<file path="src/rtl/pix_stream_gen_pkg.sv">
// Shared types and constants for the pixel stream generator: FSM states, pattern
// mode encodings and the pattern LFSR.
package pix_stream_gen_pkg;

  typedef enum logic [2:0] {
    IDLE = 3'd0,
    LEAD = 3'd1,
    LINE = 3'd2,
    HBL  = 3'd3,
    VBL  = 3'd4
  } state_e;

  localparam logic [1:0] PAT_RAMP  = 2'd0;
  localparam logic [1:0] PAT_CHECK = 2'd1;
  localparam logic [1:0] PAT_CONST = 2'd2;
  localparam logic [1:0] PAT_LFSR  = 2'd3;

  // Taps of x^8+x^6+x^5+x^4+1 for a left-shifting Fibonacci register.
  localparam logic [7:0] LFSR_POLY = 8'hB8;

  function automatic logic [7:0] lfsr_step(input logic [7:0] s);
    return {s[6:0], ^(s & LFSR_POLY)};
  endfunction

  function automatic logic [7:0] lfsr_step4(input logic [7:0] s);
    return lfsr_step(lfsr_step(lfsr_step(lfsr_step(s))));
  endfunction

endpackage

</file>
<file path="src/rtl/pix_stream_gen_pattern.sv">
// Pattern generator: one 32-bit pixel dword per enabled cycle, registered output.
// Byte 0 is the leftmost pixel; the output is zero whenever en is low.
module pix_pattern
  import pix_stream_gen_pkg::*;
(
  input  logic        c,
  input  logic        rst_n,
  input  logic        en,
  input  logic [1:0]  mode,
  input  logic [7:0]  seed,
  input  logic [8:0]  x,
  input  logic [9:0]  y,
  input  logic [7:0]  lfsr,
  input  logic        stamp_en,
  input  logic [15:0] stamp,
  output logic [31:0] p
);

  logic [31:0] pat_s;
  logic [7:0]  lf_s;
  logic [31:0] p_d;
  logic [31:0] p_q;

  // Byte-wise pattern for dword (x, y); the LFSR walks one step per byte.
  always_comb begin
    lf_s  = lfsr;
    pat_s = 32'h0;
    for (int k = 0; k < 4; k++) begin
      case (mode)
        PAT_RAMP:  pat_s[8*k +: 8] = 8'({x, 2'b00}) + 8'(k) + 8'(y) + seed;
        PAT_CHECK: pat_s[8*k +: 8] = (x[0] ^ y[0]) ? seed : ~seed;
        PAT_CONST: pat_s[8*k +: 8] = seed;
        PAT_LFSR: begin
          pat_s[8*k +: 8] = lf_s;
          lf_s            = lfsr_step(lf_s);
        end
        default:   pat_s[8*k +: 8] = 8'h00;
      endcase
    end
    if (!en) begin
      p_d = 32'h0;
    end else if (stamp_en) begin
      p_d = {pat_s[31:16], stamp};
    end else begin
      p_d = pat_s;
    end
  end

  // Output register absorbing the pattern latency.
  always_ff @(posedge c) begin
    if (!rst_n) begin
      p_q <= 32'h0;
    end else begin
      p_q <= p_d;
    end
  end

  assign p = p_q;

endmodule

</file>
<file path="src/rtl/pix_stream_gen.sv">
// Frame/line timing FSM of the test-pattern stream generator (fv, lv, p).
// Define PIX_STREAM_GEN_FRAME_STAMP_EN to stamp a 16-bit frame count into p[15:0] of dword (0,0).
module pix_stream_gen
  import pix_stream_gen_pkg::*;
#(
  parameter int COLS_DW = 8,
  parameter int ROWS    = 8,
  parameter int HBLANK  = 4,
  parameter int VLEAD   = 2,
  parameter int VBLANK  = 16
) (
  input  logic        c,
  input  logic        rst_n,
  input  logic        start,
  input  logic        continuous,
  input  logic        stop,
  input  logic [1:0]  mode,
  input  logic [7:0]  seed,
  output logic [31:0] p,
  output logic        lv,
  output logic        fv,
  output logic        busy,
  output logic        frame_done
);

  localparam logic [8:0]  COLS_LAST   = 9'(COLS_DW - 1);
  localparam logic [9:0]  ROWS_LAST   = 10'(ROWS - 1);
  localparam logic [15:0] VLEAD_LAST  = 16'(VLEAD - 1);
  localparam logic [15:0] HBLANK_LAST = 16'(HBLANK - 1);
  localparam logic [15:0] VBLANK_LAST = 16'(VBLANK - 1);

  state_e      state_d, state_q;
  logic [15:0] cnt_d, cnt_q;
  logic [8:0]  col_d, col_q;
  logic [9:0]  row_d, row_q;
  logic        cont_d, cont_q;
  logic        stop_seen_d, stop_seen_q;
  logic [1:0]  mode_d, mode_q;
  logic [7:0]  seed_d, seed_q;
  logic [7:0]  lfsr_d, lfsr_q;
  logic        lv_d, lv_q;
  logic        fv_d, fv_q;
  logic        busy_d, busy_q;
  logic        frame_done_d, frame_done_q;
  logic        stamp_en_s;
  logic [15:0] stamp_s;

  // Next-state, counter and latch logic; col_d/row_d double as the early pattern address.
  always_comb begin
    state_d      = state_q;
    cnt_d        = cnt_q;
    col_d        = col_q;
    row_d        = row_q;
    cont_d       = cont_q;
    mode_d       = mode_q;
    seed_d       = seed_q;
    lfsr_d       = lfsr_q;
    frame_done_d = 1'b0;
    stop_seen_d  = (state_q == IDLE) ? 1'b0 : (stop_seen_q | stop);

    case (state_q)
      IDLE: begin
        if (start) begin
          state_d = LEAD;
          cont_d  = continuous;
        end else begin
          state_d = IDLE;
        end
      end
      LEAD: begin
        if (cnt_q == VLEAD_LAST) begin
          state_d = LINE;
          cnt_d   = 16'd0;
          col_d   = 9'd0;
        end else begin
          cnt_d = cnt_q + 16'd1;
        end
      end
      LINE: begin
        if (col_q == COLS_LAST) begin
          state_d = HBL;
          cnt_d   = 16'd0;
        end else begin
          col_d = col_q + 9'd1;
        end
      end
      HBL: begin
        if (cnt_q == HBLANK_LAST) begin
          cnt_d = 16'd0;
          if (row_q == ROWS_LAST) begin
            state_d      = VBL;
            frame_done_d = 1'b1;
          end else begin
            state_d = LINE;
            row_d   = row_q + 10'd1;
            col_d   = 9'd0;
          end
        end else begin
          cnt_d = cnt_q + 16'd1;
        end
      end
      VBL: begin
        if (cnt_q == VBLANK_LAST) begin
          cnt_d   = 16'd0;
          state_d = (cont_q && !(stop_seen_q || stop)) ? LEAD : IDLE;
        end else begin
          cnt_d = cnt_q + 16'd1;
        end
      end
      default: state_d = IDLE;
    endcase

    // Frame start: sample pattern controls, reseed the LFSR, clear the counters.
    if (state_d == LEAD && state_q != LEAD) begin
      mode_d = mode;
      seed_d = seed;
      lfsr_d = (seed == 8'h00) ? 8'h01 : seed;
      cnt_d  = 16'd0;
      col_d  = 9'd0;
      row_d  = 10'd0;
    end else if (state_d == LINE) begin
      lfsr_d = lfsr_step4(lfsr_q);
    end else begin
      lfsr_d = lfsr_q;
    end

    lv_d   = (state_d == LINE);
    fv_d   = (state_d == LEAD) || (state_d == LINE) || (state_d == HBL);
    busy_d = (state_d != IDLE);
  end

  // State and output registers.
  always_ff @(posedge c) begin
    if (!rst_n) begin
      state_q      <= IDLE;
      cnt_q        <= 16'd0;
      col_q        <= 9'd0;
      row_q        <= 10'd0;
      cont_q       <= 1'b0;
      stop_seen_q  <= 1'b0;
      mode_q       <= 2'd0;
      seed_q       <= 8'h00;
      lfsr_q       <= 8'h01;
      lv_q         <= 1'b0;
      fv_q         <= 1'b0;
      busy_q       <= 1'b0;
      frame_done_q <= 1'b0;
    end else begin
      state_q      <= state_d;
      cnt_q        <= cnt_d;
      col_q        <= col_d;
      row_q        <= row_d;
      cont_q       <= cont_d;
      stop_seen_q  <= stop_seen_d;
      mode_q       <= mode_d;
      seed_q       <= seed_d;
      lfsr_q       <= lfsr_d;
      lv_q         <= lv_d;
      fv_q         <= fv_d;
      busy_q       <= busy_d;
      frame_done_q <= frame_done_d;
    end
  end

`ifdef PIX_STREAM_GEN_FRAME_STAMP_EN
  logic [15:0] frame_cnt_d, frame_cnt_q;

  // Completed-frame counter.
  always_comb begin
    if (frame_done_q) begin
      frame_cnt_d = frame_cnt_q + 16'd1;
    end else begin
      frame_cnt_d = frame_cnt_q;
    end
  end

  // Frame counter register.
  always_ff @(posedge c) begin
    if (!rst_n) begin
      frame_cnt_q <= 16'd0;
    end else begin
      frame_cnt_q <= frame_cnt_d;
    end
  end

  assign stamp_en_s = (col_d == 9'd0) && (row_d == 10'd0);
  assign stamp_s    = frame_cnt_q;
`else
  assign stamp_en_s = 1'b0;
  assign stamp_s    = 16'h0;
`endif

  pix_pattern u_pattern (
    .c        (c),
    .rst_n    (rst_n),
    .en       (lv_d),
    .mode     (mode_q),
    .seed     (seed_q),
    .x        (col_d),
    .y        (row_d),
    .lfsr     (lfsr_q),
    .stamp_en (stamp_en_s),
    .stamp    (stamp_s),
    .p        (p)
  );

  assign lv         = lv_q;
  assign fv         = fv_q;
  assign busy       = busy_q;
  assign frame_done = frame_done_q;

endmodule

</file>
<file path="config.mk">
export PLATFORM = sky130hd
export DESIGN_NAME = pix_stream_gen
export DESIGN_NICKNAME = d
export VERILOG_FILES = /design/src/rtl/pix_stream_gen_pkg.sv /design/src/rtl/pix_stream_gen_pattern.sv /design/src/rtl/pix_stream_gen.sv
export SDC_FILE = /design/constraint.sdc
export NUM_CORES = 1
export LEC_CHECK = 0
export CORE_MARGIN = 8
export CORE_UTILIZATION = 35
export DETAILED_ROUTE_END_ITERATION = 16
export GPL_ROUTABILITY_DRIVEN = 0
export HOLD_SLACK_MARGIN = 0.1
export MAX_ROUTING_LAYER = met4
export SETUP_SLACK_MARGIN = 0.1
export SKIP_CTS_REPAIR_TIMING = 1
export SYNTH_ARGS = -nofsm -noshare
export SYNTH_HDL_FRONTEND = slang
export SYNTH_SLANG_ARGS = --single-unit
</file>
<file path="constraint.sdc">
create_clock -name c -period 4.95 [get_ports c]
set_input_delay 0.99 -clock c [delete_from_list [all_inputs] [get_ports c]]
set_output_delay 0.99 -clock c [all_outputs]
set_load 0.02 [all_outputs]
</file>
Yosys cells after proc, flatten, opt, wreduce, memory -nomap -nowiden
Cells that the tools add are included.
{"block": "totals", "in_bits": 15, "out_inout_bits": 36, "reg_bits": 94}
{"block": "op_classes", "add_sub_neg": 14, "reduce_logical": 27, "bitwise": 5, "mux": 34, "n_eq_ne": 21}
{"operator": "one-hot mux 8 bit (4 select lines)", "count": 4}
{"operator": "two-way mux 8 bit", "count": 10}
{"operator": "adder 8 bit", "count": 8}
{"operator": "two-way mux 16 bit", "count": 4}
{"operator": "one-hot mux 16 bit (4 select lines)", "count": 1}
{"operator": "XOR reduction 8 bit", "count": 6}
{"operator": "two-way mux 9 bit", "count": 4}
{"operator": "one-hot mux 9 bit (3 select lines)", "count": 1}
{"operator": "adder 16 x 1 -> 16 bit, second input constant", "count": 1}
{"operator": "adder 8 x 2 -> 8 bit, second input constant", "count": 2}
{"operator": "== test 16 x 1 -> 1 bit, second input constant", "count": 1}
{"operator": "== test 16 x 2 -> 1 bit, second input constant", "count": 1}
{"operator": "== test 16 x 4 -> 1 bit, second input constant", "count": 1}
{"operator": "two-way mux 3 bit", "count": 5}
{"operator": "one-hot mux 3 bit (5 select lines)", "count": 1}
{"operator": "== test 3 x 2 -> 1 bit, second input constant", "count": 4}
{"operator": "adder 10 x 1 -> 10 bit, second input constant", "count": 1}
{"operator": "== test 10 x 3 -> 1 bit, second input constant", "count": 1}
{"operator": "!= test 2 bit, second input constant", "count": 5}
{"operator": "adder 9 x 1 -> 9 bit, second input constant", "count": 1}
{"operator": "== test 9 x 3 -> 1 bit, second input constant", "count": 1}
{"operator": "adder 8 x 1 -> 8 bit, second input constant", "count": 1}
{"operator": "zero test 8 bit", "count": 1}
{"operator": "inverter 8 bit", "count": 1}
{"operator": "other kinds (22)", "count": 35}

Longest topological paths before layout
{"block": "logic_depth", "word_depth": 13, "ltp_mapped": 22}

By module
A second synthesis with hierarchy kept.
{"block": "unflattened", "hier_cells": 731, "hier_area_um2": 5968.2}
{"mod": "pix_stream_gen", "cells_each": 392, "area_each_um2": 3143.0, "instances": 1, "seq_area_each_um2": 1241.2}
{"mod": "pix_pattern", "cells_each": 339, "area_each_um2": 2825.2, "instances": 1, "seq_area_each_um2": 640.6}

Worst setup path before layout
OpenSTA, ideal clock, no wires.
{"block": "synth_timing", "path_type": "input to register", "start": "in stop", "end": "reg u_pattern.p_q[15], in the netlist u_pattern.p[15]", "setup_ns": 0.120, "setup_slack_ns": 0.677, "t_required_ns": 4.830, "path_buffers": 3, "path_stages": 15, "arrival_ns": 4.153, "path_cell_list": "nor4_1 -> a21o_1 -> buf_2 -> buf_2 -> nor2_1 -> fa_1 -> ha_1 -> clkbuf_1 -> a21o_1 -> a21o_1 -> a21oi_1 -> o21ai_0 -> nand3_1 -> a21oi_1 -> o31a_1"}
{"block": "synth_via", "word_cells_on_any_way": 18, "classes_between": "3 x add/sub; 2 x eq/ne; 7 x mux; 1 x bitwise; 5 x reduce/logical"}
{"element": "start: declaration", "line": "pix_stream_gen.sv:16", "text": "input logic stop,"}
{"element": "logical OR 1 bit", "line": "pix_stream_gen.sv:105", "text": "state_d = (cont_q && !(stop_seen_q || stop)) ? LEAD : IDLE;"}
{"element": "zero test 1 bit", "line": "pix_stream_gen.sv:105"}
{"element": "logical AND 1 bit", "line": "pix_stream_gen.sv:105"}
{"element": "two-way mux 1 bit", "line": "pix_stream_gen.sv:105"}
{"element": "two-way mux 3 bit", "line": "pix_stream_gen.sv:103", "text": "if (cnt_q == VBLANK_LAST) begin"}
{"element": "one-hot mux 3 bit (5 select lines)", "line": "pix_stream_gen.sv:61", "text": "case (state_q)"}
{"element": "== test 3 x 1 -> 1 bit", "line": "pix_stream_gen.sv:114", "text": "if (state_d == LEAD && state_q != LEAD) begin"}
{"element": "logical AND 1 bit", "line": "pix_stream_gen.sv:114"}
{"element": "two-way mux 8 bit", "line": "pix_stream_gen.sv:114"}
{"element": "via row_d[4]", "line": "pix_stream_gen.sv:35", "text": "logic [9:0] row_d, row_q;"}
{"element": "adder 8 bit (2 in a row)", "line": "pix_stream_gen_pattern.sv:30", "text": "PAT_RAMP: pat_s[8*k +: 8] = 8'({x, 2'b00}) + 8'(k) + 8'(y) + seed;"}
{"element": "one-hot mux 8 bit (4 select lines)", "line": "pix_stream_gen_pattern.sv:29", "text": "case (mode)"}
{"element": "end signal: assignment", "line": "pix_stream_gen_pattern.sv:54", "text": "p_q <= p_d;"}
{"element": "end: declaration", "line": "pix_stream_gen_pattern.sv:22", "text": "logic [31:0] p_q;"}
The timed path passes the listed nets, and every way through them passes these cells.
A chain may end at the register's enable or synchronous reset.

Worst setup path in the final report
{"block": "layout_timing", "start": "reg cnt_q[8]", "end": "reg u_pattern.p_q[31], in the netlist u_pattern.p[31]"}
{"block": "layout_via", "elab_chain_len": 10, "word_cells_on_any_way": 24, "classes_between": "3 x add/sub; 5 x eq/ne; 13 x mux; 1 x bitwise; 2 x reduce/logical"}
{"element": "start: declaration", "line": "pix_stream_gen.sv:33", "text": "logic [15:0] cnt_d, cnt_q;"}
{"element": "start signal: assignment", "line": "pix_stream_gen.sv:150", "text": "cnt_q <= cnt_d;"}
{"element": "== test 16 x 4 -> 1 bit, or another cell as far along", "line": "pix_stream_gen.sv:103"}
{"element": "two-way mux 3 bit (on tied branches)", "line": "pix_stream_gen.sv:103, pix_stream_gen.sv:71, pix_stream_gen.sv:88"}
{"element": "one-hot mux 3 bit (5 select lines)", "line": "pix_stream_gen.sv:61"}
{"element": "== test 3 x 1 -> 1 bit", "line": "pix_stream_gen.sv:114"}
{"element": "logical AND 1 bit", "line": "pix_stream_gen.sv:114"}
{"element": "two-way mux 6 bit", "line": "pix_stream_gen.sv:114"}
{"element": "adder 8 x 2 -> 8 bit", "line": "pix_stream_gen_pattern.sv:30"}
{"element": "adder 8 bit (2 in a row)", "line": "pix_stream_gen_pattern.sv:30"}
{"element": "one-hot mux 8 bit (4 select lines)", "line": "pix_stream_gen_pattern.sv:29"}
Parallel ways exist; a longest one is shown, timed or not. The select of a mux whose other input is x is not followed.

==> results by group <==
Layout
  – Final-stage net count: 780
  – Fraction of final layout cells with drive strength greater than 1: 0.07672
  – Layout Cells excl Fill: around 960
  – Total inserted antenna cells: 0
  – Post-Layout Inst Area: ~0.0066 sq mm
  – Area of combinational cells with multiple inputs: around 0.0035 sq mm
  – Area grow syn2layout: 17.67%
  – Flip-flop and latch area: roughly 0.0019 sq mm
  – Layout filler cell count: between 1500 and 2000
  – Utilization of the core after routing: 0.4200

STA
  – Minimum clock period: 4433 ps
  – Final hold vios: 0
  – Slew of the pin with the lowest slew margin: approximately 750 ps
  – Total count of max-transition violations in the final report: 0
  – Period utilization: 0.8955
  – Setup Skew: 9.393 ps
  – Total of endpoints with negative setup slack in the final report: 0
  – Setup slack after layout: slightly above 500 ps
  – Highest clock rate: roughly 230 MHz
  – Final-layout setup total negative slack: 0 ps
  – RSZ-0062 raised after global routing: false
  – Max-slew headroom at the worst pin: 0.4948

Route
  – Violation count after the first detailed-routing iteration: 327
  – Routed WL per cell: 15.43 um
  – Final wirelength: roughly 15000 um
  – Antenna Violating Nets Remaining: 0
  – Detail-routed via count per cell: 5.144
  – DR vias: slightly below 5000
  – DRC Markers: 0
  – Detailed Routing Iterations Pass 1: 5

Logic synthesis
  – Count of mapped cells out of synthesis: roughly 700
  – Seq cells post-synth: 94
  – Post-Syn Area: approximately 0.0056 sq mm
  – EDFF count, synth: 0
  – Area share of and/or/nand/nor cells after synthesis: 0.2450
  – Average size of a mapped cell: about 8 sq um
  – Post-synthesis share of cell area spent on xor and xnor gates: 0.09457
  – Syn Nets: roughly 740
  – Part of the Yosys area used for sequential elements: 0.3331
  – Fraction of the mapped netlist area in compound gates: 0.1976
  – Count of synthesis-stage warnings from yosys: 0
  – Multiplexer share of the synthesized area: 0.01262
  – Adder and majority gate portion of the synthesized area: 0.07132
  – Most common flop cell mapped by yosys: dfxtp_1
  – Dominant combinational cell family by area after synthesis: simple AND/OR/NAND/NOR gates
  – Synth async-reset ratio: 0
  – Distinct cells, synth: between 60 and 70

Power
  – Pwr Density: about 260 mW/mm^2
  – Leakage Power: between 2 and 3 nW
  – Worst vdd ir: between 150 and 200 uV

CTS
  – Clock sink count: 94
  – Maximum root-to-sink buffer count: 2
  – Clock Latency Late Sink: about 350 ps
  – H-tree Lvls: 3
  – CTS clock-pin slew for the worst setup and hold paths: around 70 ps
  – TritonCTS Buffers: 9
  – Clock Root Buffer: clkbuf_16
  – CTS tree: yes

Setup path
  – Largest driver fanout on the critical path: 8
  – Critical path's largest stage delay: 590 ps
  – Number of buffer and inverter stages on the critical path: 0
  – Max stage delay cell, worst path: or4_4
  – Data required time of the critical path: between 5000 and 6000 ps
  – Cells traversed along the worst timing path: or4_4 > nor4_1 > and4_1 > nand4_1 > xnor2_1 > nand2_1 > fa_1 > xnor2_1 > nand2_1 > or3_1 > o31ai_1 > a221oi_4 > nand3_1 > a21oi_1 > o31a_1
  – Type of element launching the critical path: flop
  – Worst path arrival time: between 4000 and 5000 ps
  – CP Capture Type: flop
  – Critical path type: flop to flop
  – Top delay family on crit path: simple AND/OR/NAND/NOR gates

Flow run
  – Max-cap violations: 0

GRT
  – Number of global-route vias before repair: about 4700
  – Congestion Overflow GR: 0
  – Wire length of the first global-routing pass: approximately 24000 um
  – Initial antenna violation count: 0
  – Global router's overall resource usage: 0.1520
  – Largest net degree at the start of global routing: 31

Place
  – DP Worst Slack: approximately 470 ps
  – Placed inst area: 0.006356 sq mm
  – Count of port buffers added during placement: 50
  – Placed wire-length estimate: 11440 um
  – Count of placed standard cells including taps: about 940

Floorplan
  – Chip width: about 140 um
  – Initial core utilization: 0.3569
  – Die Height: roughly 140 um
  – Number of placed I/O pins: 51
  – Core Footprint: 0.01583 sq mm
  – Die Area: 0.02046 sq mm
  – Std cell rows: 46

Min path
  – Path type of the worst min-delay path: flop to flop

Outcome
  – Status: complete, no violations
-- state kept, by name, indices dropped and copies added, names as in the netlist, 2 cells and up --
signal	cells
lfsr_q	8
mode_q	2
col_q	9
u_pattern.p	32
cnt_q	16
state_q	3
seed_q	8
row_q	10
-- power by group --
group | internal [mW] | total (mW) | switching (mW)
combinational | 0.106 | 0.270 | 0.163
clock | 0.352 | 0.669 | 0.317
sequential | 0.777 | 0.807 | 0.0295
total | 1.23 | 1.74 | 0.510
-- synthesized netlist by cell type (11+ instances only) --
library cell  instances  share of area
a21o_1               18          0.024
a21oi_1              46          0.041
a31oi_1              17          0.019
and3_1               11          0.012
clkbuf_1             26          0.017
dfxtp_1              94           0.33
ha_1                 21          0.047
inv_1                33          0.022
nand2_1              80          0.053
nand3_1              17          0.015
nand4_1              11          0.012
nor2_1               84          0.056
nor3_1               11         0.0097
nor4_1               13          0.014
o21ai_0              22          0.019
xnor2_1              35          0.054
xor2_1               26          0.040
-- placed cells by master (no fill, tap or decap), types with 5 or more instances in the layout --
cell	netlist	final
mux2i_1	6	6
buf_4	0	9
nor2b_1	8	8
xnor2_1	35	35
fa_1	6	6
inv_1	33	33
a211oi_1	9	9
and3_1	11	11
a21boi_0	5	5
o21ai_0	22	22
nor2_1	84	84
nand2_1	80	80
a21o_1	18	18
a21oi_1	46	46
or3_1	7	7
nor4_1	13	13
nand3_1	17	17
ha_1	21	21
clkbuf_16	0	9
dfxtp_1	94	94
o31a_1	5	5
nand4_1	11	11
xor2_1	26	26
clkdlybuf4s50_1	0	50
o22ai_1	9	9
a31oi_1	17	17
nor3_1	11	11
or2_2	8	8
-- final cells by class --
| type | count | area share |
|---|---|---|
| repair buffers | 59 | 0.08545 |
| clock inverters | 7 | 0.009976 |
| multi-input cells | 540 | 0.5278 |
| clock buffers | 9 | 0.03388 |
| flip-flops and latches | 94 | 0.2831 |
| well taps | 216 | 0.04065 |
| inverters | 34 | 0.01920 |
-- layer usage --
| layer | global-route usage | share of wire | routed length [um] |
|---|---|---|---|
| met3 | 0.02671 | 0.041 | 612 |
| met2 | 0.2556 | 0.49 | 7302 |
| met5 | - | 0 | 0 |
| met4 | 0.06544 | 0.023 | 346 |
| met1 | 0.1750 | 0.44 | 6534 |
-- tightest hold or removal path: stages (launching register included) --
cell and delay [ps]:
dfxtp_1 330, mux2i_1 70, nor2_1 70
-- metrics by stage --
step / hold slack [ps] / total power [mW]
final: 501.5 / 1.745
after global placement: 482.8 / 1.093
after floorplan: 460.2 / 1.009
after global routing: 525.8 / 1.835
after detailed placement: 495.1 / 1.093
after CTS: 509.9 / 1.773
-- kinds of logic after synthesis --
group / Yosys count
multiplexers: 7
AND/OR/NAND/NOR: 278
AO/OA/AOI/OAI: 165
buffers and inverters: 67
XOR/XNOR: 61
adder cells (fa/ha/maj): 29
flip-flops: 94
-- worst paths after layout --
path,start,endpoint,slack (ps),cells past startpoint
worst max-delay path,cnt_q[8],u_pattern.p[31],520,15
worst min-delay path,cont_q,cont_q,500,2
worst max register to register,cnt_q[8],u_pattern.p[31],520,15
worst min register to register,cont_q,cont_q,500,2
(Power assumes the default switching activity.)
